### config.mk
export PLATFORM = sky130hd
export DESIGN_NAME = switch_debounce
export DESIGN_NICKNAME = d
export VERILOG_FILES = /design/src/rtl/go_board_pkg.sv /design/src/rtl/debounce_channel.sv /design/src/rtl/switch_debounce.sv
export SDC_FILE = /design/constraint.sdc
export NUM_CORES = 1
export LEC_CHECK = 0
export ABC_AREA = 1
export BUFFER_PORTS_ARGS = -buffer_cell sky130_fd_sc_hd__buf_2
export CAP_MARGIN = 25
export CORE_MARGIN = 2
export CORE_UTILIZATION = 50
export CTS_BUF_LIST = sky130_fd_sc_hd__clkbuf_8 sky130_fd_sc_hd__clkbuf_16
export DETAILED_ROUTE_END_ITERATION = 10
export GPL_TIMING_DRIVEN = 0
export PLACE_DENSITY_LB_ADDON = 0.1
export SLEW_MARGIN = 25
export SYNTH_ARGS = -nofsm -noshare
export SYNTH_HDL_FRONTEND = slang
export SYNTH_SLANG_ARGS = --single-unit
### constraint.sdc
create_clock -name i_Clk -period 1.31 [get_ports i_Clk]
set_input_delay 0.0655 -clock i_Clk [delete_from_list [all_inputs] [get_ports i_Clk]]
set_output_delay 0.0655 -clock i_Clk [all_outputs]
set_load 0.005 [all_outputs]
### src/rtl/go_board_pkg.sv
// Shared Go Board constants and types.
// Clock rate, debounce timing and switch count live here.
package go_board_pkg;

    localparam int CLK_FREQ_HZ  = 25_000_000;
    localparam int DEBOUNCE_MS  = 10;
    localparam int NUM_SWITCHES = 4;

    // Milliseconds to clock cycles at a given clock rate.
    function automatic int ms_to_cycles(
        input int clk_hz,
        input int ms
    );
        return (clk_hz / 1000) * ms;
    endfunction

    localparam int DEBOUNCE_CYCLES =
        ms_to_cycles(CLK_FREQ_HZ, DEBOUNCE_MS);

    // The state value is the debounced level itself.
    typedef enum logic {
        STABLE_LOW  = 1'b0,
        STABLE_HIGH = 1'b1
    } db_state_e;

endpackage

### src/rtl/debounce_channel.sv
// Single-bit switch debouncer.
// Synchroniser, stability counter, level state and pulse flops.
module debounce_channel
    import go_board_pkg::*;
#(
    parameter int DEBOUNCE_LIMIT = DEBOUNCE_CYCLES
) (
    input  logic i_Clk,
    input  logic i_Rst_L,
    input  logic i_Switch,
    output logic o_Switch,
    output logic o_Press,
    output logic o_Release
);

    localparam int CNT_W = $clog2(DEBOUNCE_LIMIT);
    localparam logic [CNT_W-1:0] CNT_MAX =
        CNT_W'(DEBOUNCE_LIMIT - 1);

    logic             sync1;
    logic             sync2;
    db_state_e        state;
    db_state_e        state_nxt;
    logic [CNT_W-1:0] cnt;
    logic [CNT_W-1:0] cnt_nxt;
    logic             press_nxt;
    logic             release_nxt;

    // Bring the asynchronous switch level into the clock domain.
    always_ff @(posedge i_Clk or negedge i_Rst_L) begin
        if (!i_Rst_L) begin
            sync1 <= 1'b0;
            sync2 <= 1'b0;
        end else begin
            sync1 <= i_Switch;
            sync2 <= sync1;
        end
    end

    // Level state, stability counter and one-cycle pulse registers.
    always_ff @(posedge i_Clk or negedge i_Rst_L) begin
        if (!i_Rst_L) begin
            state     <= STABLE_LOW;
            cnt       <= '0;
            o_Press   <= 1'b0;
            o_Release <= 1'b0;
        end else begin
            state     <= state_nxt;
            cnt       <= cnt_nxt;
            o_Press   <= press_nxt;
            o_Release <= release_nxt;
        end
    end

    // Count consecutive disagreeing cycles; flip once the limit is hit.
    // Any agreeing cycle clears the count, so bounces restart it.
    always_comb begin
        state_nxt   = state;
        cnt_nxt     = '0;
        press_nxt   = 1'b0;
        release_nxt = 1'b0;
        unique case (state)
            STABLE_LOW: begin
                if (sync2) begin
                    if (cnt == CNT_MAX) begin
                        state_nxt = STABLE_HIGH;
                        press_nxt = 1'b1;
                    end else begin
                        cnt_nxt = cnt + 1'b1;
                    end
                end
            end
            STABLE_HIGH: begin
                if (!sync2) begin
                    if (cnt == CNT_MAX) begin
                        state_nxt   = STABLE_LOW;
                        release_nxt = 1'b1;
                    end else begin
                        cnt_nxt = cnt + 1'b1;
                    end
                end
            end
        endcase
    end

    assign o_Switch = state;

endmodule

### src/rtl/switch_debounce.sv
// Multi-channel push-button debouncer.
// One independent debounce_channel per switch.
module switch_debounce #(
    parameter int NUM_SWITCHES   = go_board_pkg::NUM_SWITCHES,
    parameter int DEBOUNCE_LIMIT = go_board_pkg::DEBOUNCE_CYCLES
) (
    input  logic                    i_Clk,
    input  logic                    i_Rst_L,
    input  logic [NUM_SWITCHES-1:0] i_Switch,
    output logic [NUM_SWITCHES-1:0] o_Switch,
    output logic [NUM_SWITCHES-1:0] o_Press,
    output logic [NUM_SWITCHES-1:0] o_Release
);

    for (genvar n = 0; n < NUM_SWITCHES; n++) begin : g_ch
        debounce_channel #(
            .DEBOUNCE_LIMIT(DEBOUNCE_LIMIT)
        ) u_ch (
            .i_Clk    (i_Clk),
            .i_Rst_L  (i_Rst_L),
            .i_Switch (i_Switch[n]),
            .o_Switch (o_Switch[n]),
            .o_Press  (o_Press[n]),
            .o_Release(o_Release[n])
        );
    end

endmodule

### Word-level counts from Yosys, hierarchy flattened

Index checks and enable logic that the tools add are counted.
Widths: inputs -> output; s select.

| word-level totals | value |
|---|---|
| input port bits | 6 |
| output and inout port bits | 12 |
| logic and storage cells | 84 |
| register bits | 92 |

| operators by class | value |
|---|---|
| bitwise gates (word level) | 4 |
| add/subtract/negate cells | 4 |
| equality and inequality tests | 4 |
| muxes and demuxes | 48 |

Operator list:

| kind | count |
|---|---|
| $mux 18 | 12 |
| $pmux 18 s2 | 4 |
| $add 18x1->18 const B | 4 |
| $eq 18x18->1 const B | 4 |
| $mux 1 | 28 |
| $pmux 1 s2 | 4 |
| $not 1->1 | 4 |

### Longest topological paths before layout

| logic depth | value |
|---|---|
| depth after elaboration | 4 |
| depth in mapped cells | 9 |
| gate-level depth less buffers | 8 |

### By module

A second synthesis with hierarchy kept.

| unflattened totals | value |
|---|---|
| cell total of the unflattened synthesis | 556 |
| area total of the unflattened synthesis | 4659.5 um2 |

By module, submodules not included:

| module | area an instance (um2) | cells an instance | instances | sequential area each (um2) |
|---|---|---|---|---|
| debounce_channel | 1164.9 | 139 | 4 | 575.6 |

### Least setup slack after synthesis

Ideal clock, no wire load.

| timing | value |
|---|---|
| path type | reg2reg |
| start | register g_ch[1].u_ch.cnt[0] |
| end | register g_ch[1].u_ch.cnt[12] |
| stages on the path, launching flop included | 10 |
| required time | 1.192 ns |
| arrival time | 1.292 ns |
| slack | -0.100 ns |
| library setup time | 0.118 ns |
| period minus slack after synthesis | 1.410 ns |
| cells stage by stage | dfrtp_1 ha_1 nand2_2 nor2_4 nand2_1 nor2_2 nand2_2 o21ai_2 buf_6 nor2_1 |

| on the way | value |
|---|---|
| word-level cells in the longest chain between the ends | 4 |
| elaborated cells between the ends (all ways) | 6 |

Ends and longest elaborated chain:

| item | line | RTL |
|---|---|---|
| start, declared | debounce_channel.sv:24 | `logic [CNT_W-1:0] cnt;` |
| start signal, assigned | debounce_channel.sv:49 | `cnt <= cnt_nxt;` |
| $add 18x1->18 or $eq 18x18->1 (tied branches) | -- |  |
| $mux 18 (*) | debounce_channel.sv:65, debounce_channel.sv:75 |  |
| $mux 18 (on tied branches) | debounce_channel.sv:74, debounce_channel.sv:64 |  |
| $pmux 18 s2 (*) | debounce_channel.sv:62 | `unique case (state)` |
| via g_ch[1].u_ch.cnt_nxt[12] | debounce_channel.sv:25 | `logic [CNT_W-1:0] cnt_nxt;` |

The timed path passes the listed nets; every way through them passes the cells marked *.

### Worst setup path after layout

| timing | value |
|---|---|
| start | register g_ch[1].u_ch.cnt[0] |
| end | register g_ch[1].u_ch.cnt[5] |

The elaborated chain is that of the path after synthesis.

==> results.toml <==
[sta]
tns_ps = -7130
maxSlewHeadroom = 0.722
finalHoldViolCount = 0
fin_ws_ps = -141
worst_pin_slew_ps = 417
fmax_mhz = 689
timing.hold.ws_ps = 197
report.final.slew_viol_count = 0
period_minus_slack_ps = 1450
rsz0062_at_grt = "yes"
finalSetupViolations = 75
finalCritPeriodShare = 1.11
fin_skew_ps = 6.71

[detailed_routing]
vias = 4131
wl_mm = 10.5
wl_per_cell_um = 12.6
drt_pass1_iterations = 4
drc = 0
via_per_inst = 4.94
ant_nets = 0
drt_iter0_markers = 142

[critical_path]
crit_family = "simple AND/OR/NAND/NOR gates"
crit_type = "register to register"
crit_slowest_cell = "dfrtp_1"
r2r_end = "g_ch[1].u_ch.cnt[5]$_DFF_PN0_"
critPathRequiredTime_ps = 1560
crit_fanout = 5
worstPathArrival_ps = 1700
crit_buf_inv = 1
cp_slowest_stage_delay_ps = 430
rrSetupSlack_ps = -140
r2r_start = "g_ch[1].u_ch.cnt[0]$_DFF_PN0_"
reg2regPathDepth = 9
path_cells = "ha_4, nand2_4, nor2_4, nand2_2, nor2_4, nand2_4, o21ai_4, buf_6, nor2_1"
critPathLaunchType = "register"
worstSetupEndpointType = "register"

[yosys]
synth_area_leaders = "dfrtp_1 (48%), nor2_1 (14%), nand2_1 (9.6%)"
ys_ff_latch = 92
ys_types = 21
syn-cell-area_mm2 = 0.00476
synth.top_cell.area_share = 0.484
syn_inst = 617
yosysTopAreaCell = "dfrtp_1"
synth_fp_nets = 627
yosys_warnings = 0
syn_area_per_cell_um2 = 7.71
ys_seq_area_frac = 0.484

[clock_tree]
clockBufferDepth = 2
cts_tree = "done"
path_clk_slew_ps = 80
htree_num_levels = 3
root_buffer = "clkbuf_8"
cts_buffers = 9
clock-sinks = 92
clk_latency_ps = 360

[global_routing]
grt_pass1_vias = 3786
antenna_found_initial = 0
grt.total_usage = 0.205
grt_max_degree = 51
grt_pass1_wl_mm = 16.9
overflow = 0

[layout]
drive_gt1_frac = 0.354
synthToLayoutAreaGrowth_pct = 35.3
diodes = 0
layout.nets = 714
layoutNonFillerInstCount = 836
fill_cells = 707

[power]
total_power_uw = 5500
power_density_mw_per_mm2 = 855
peakVddDrop_mv = 0.895
power_leakage_uw = 0.00281

[place]
place_hpwl_mm = 6.28
place_ws_ps = -269
gp_congestion = 0.880
dp.cells = 764
io_buffers = 17

[die]
rows = 35
die_h_um = 102
coreArea_mm2 = 0.00924
die_area_mm2 = 0.0103
start_util = 0.515
boundaryPins = 18
dieWidth_um = 102

[status]
violations = "negative setup slack"
outcome = "complete, but fails checks"

[min_path]
hold_class = "input port to asynchronous set/reset pin"

[job]
max_cap_violations = 0
worst register-to-register path, delay by kind of cell, from the launching register on:
kind                       cells  cell delay (ps)
DFF                            1              430
AOI/OAI and AO/OA              1              100
and+or+nand+nor                6              470
buffers and inverters          1              170
adders and majority gates      1              170
worst max-delay path by stage:
stage / startpoint / end / slack, ps / cells past startpoint
finish: g_ch[1].u_ch.cnt[0]$_DFF_PN0_ / g_ch[1].u_ch.cnt[5]$_DFF_PN0_ / -140 / 9
CTS: g_ch[1].u_ch.cnt[0]$_DFF_PN0_ / g_ch[1].u_ch.cnt[2]$_DFF_PN0_ / -140 / 9
global placement: i_Rst_L / g_ch[1].u_ch.cnt[15]$_DFF_PN0_ / -680 / 1
floorplan: g_ch[1].u_ch.cnt[0]$_DFF_PN0_ / g_ch[1].u_ch.cnt[2]$_DFF_PN0_ / -80 / 9
detailed placement: g_ch[1].u_ch.cnt[0]$_DFF_PN0_ / g_ch[1].u_ch.cnt[9]$_DFF_PN0_ / -270 / 9
global route: g_ch[2].u_ch.cnt[0]$_DFF_PN0_ / g_ch[2].u_ch.cnt[2]$_DFF_PN0_ / -240 / 9
final cells by class:
class / count / area (µm²) / share of cell area
buffer: 16 / 135 / 0.0210
clock buffer: 9 / 124 / 0.0192
clock inverter: 5 / 103 / 0.0159
inverter: 70 / 265 / 0.0412
multi-input combinational: 439 / 2720 / 0.423
sequential: 92 / 2310 / 0.358
tap: 129 / 161 / 0.0251
timing repair buffer: 76 / 619 / 0.0962
what timing repair did:
| item | 4_1_cts | 5_1_grt |
|---|---|---|
| cloned | 4 | 0 |
| setup endpoints to repair | 77 | 81 |
| hold buffers | 5 | 0 |
| buffers inserted | 26 | 24 |
| resized for setup | 69 | 123 |
| endpoints found under the hold margin | 47 | 0 |
| pin swaps | 24 | 32 |
through the flow:
stage / cell area, µm² / utilization
after floorplan: 4790 / -
after global placement: 5030 / 0.545
after detailed placement: 5070 / 0.548
after CTS: 5800 / 0.628
after global routing: 6440 / 0.697
final: 6440 / 0.697
state kept, by name (all words and copies together) (netlist names), named ones only:
register and flops:
g_ch.u_ch.o_Release 4, g_ch.u_ch.cnt 72, g_ch.u_ch.sync1 4, g_ch.u_ch.o_Press 4
g_ch.u_ch.sync2 4
per-layer routing:
layer / up-vias / share of wire / track usage
met2: 63 / 0.52 / 0.340
met4: 0 / 0.014 / 0.0676
met5: - / 0 / 0
met3: 15 / 0.027 / 0.0428
li1: 2067 / - / -
met1: 1986 / 0.43 / 0.268
synth_stat cells (all sizes together):
library cell	number
nor2	187
nand2	127
dfrtp	92
inv	70
nand3	38
xor2	24
a21oi	18
buf	16
o21ai	10
xnor2	10
nand4	9
nor3	7
ha	4
o21bai	4
and2	1
where the power goes:
part | switching [µW] | total [µW] | internal, µW
Sequential | 49.9 | 2930 | 2880
Clock | 951 | 2190 | 1240
Combinational | 205 | 379 | 174
cells in the final DEF (no fill, tap or decap), types with 4 or more instances in the layout:
master / count
nor2_1: 109
nand2_1: 98
dfrtp_1: 89
inv_1: 68
buf_4: 51
nor2_2: 50
nor2_4: 28
nand3_1: 23
xor2_1: 22
buf_6: 19
nand2_2: 18
buf_2: 16
nand2_4: 11
a21oi_1: 11
nand3_2: 11
xnor2_1: 10
nand4_1: 9
clkbuf_8: 9
dlygate4sd3_1: 5
nand3_4: 4
o21ai_1: 4
o21bai_1: 4
nor3_2: 4
a21oi_2: 4
cells by family (layout without fill, tap and decap cells):
family	Yosys count	in the layout	synth area share
DFF	92	92	0.484
AOI/OAI and AO/OA	32	32	0.0381
and+or+nand+nor	369	369	0.321
buffers and inverters	86	176	0.0836
xor gates and xnor gates	34	34	0.0626
adders and majority gates	4	4	0.0105
No activity file was read; power rests on OpenSTA's default activity.
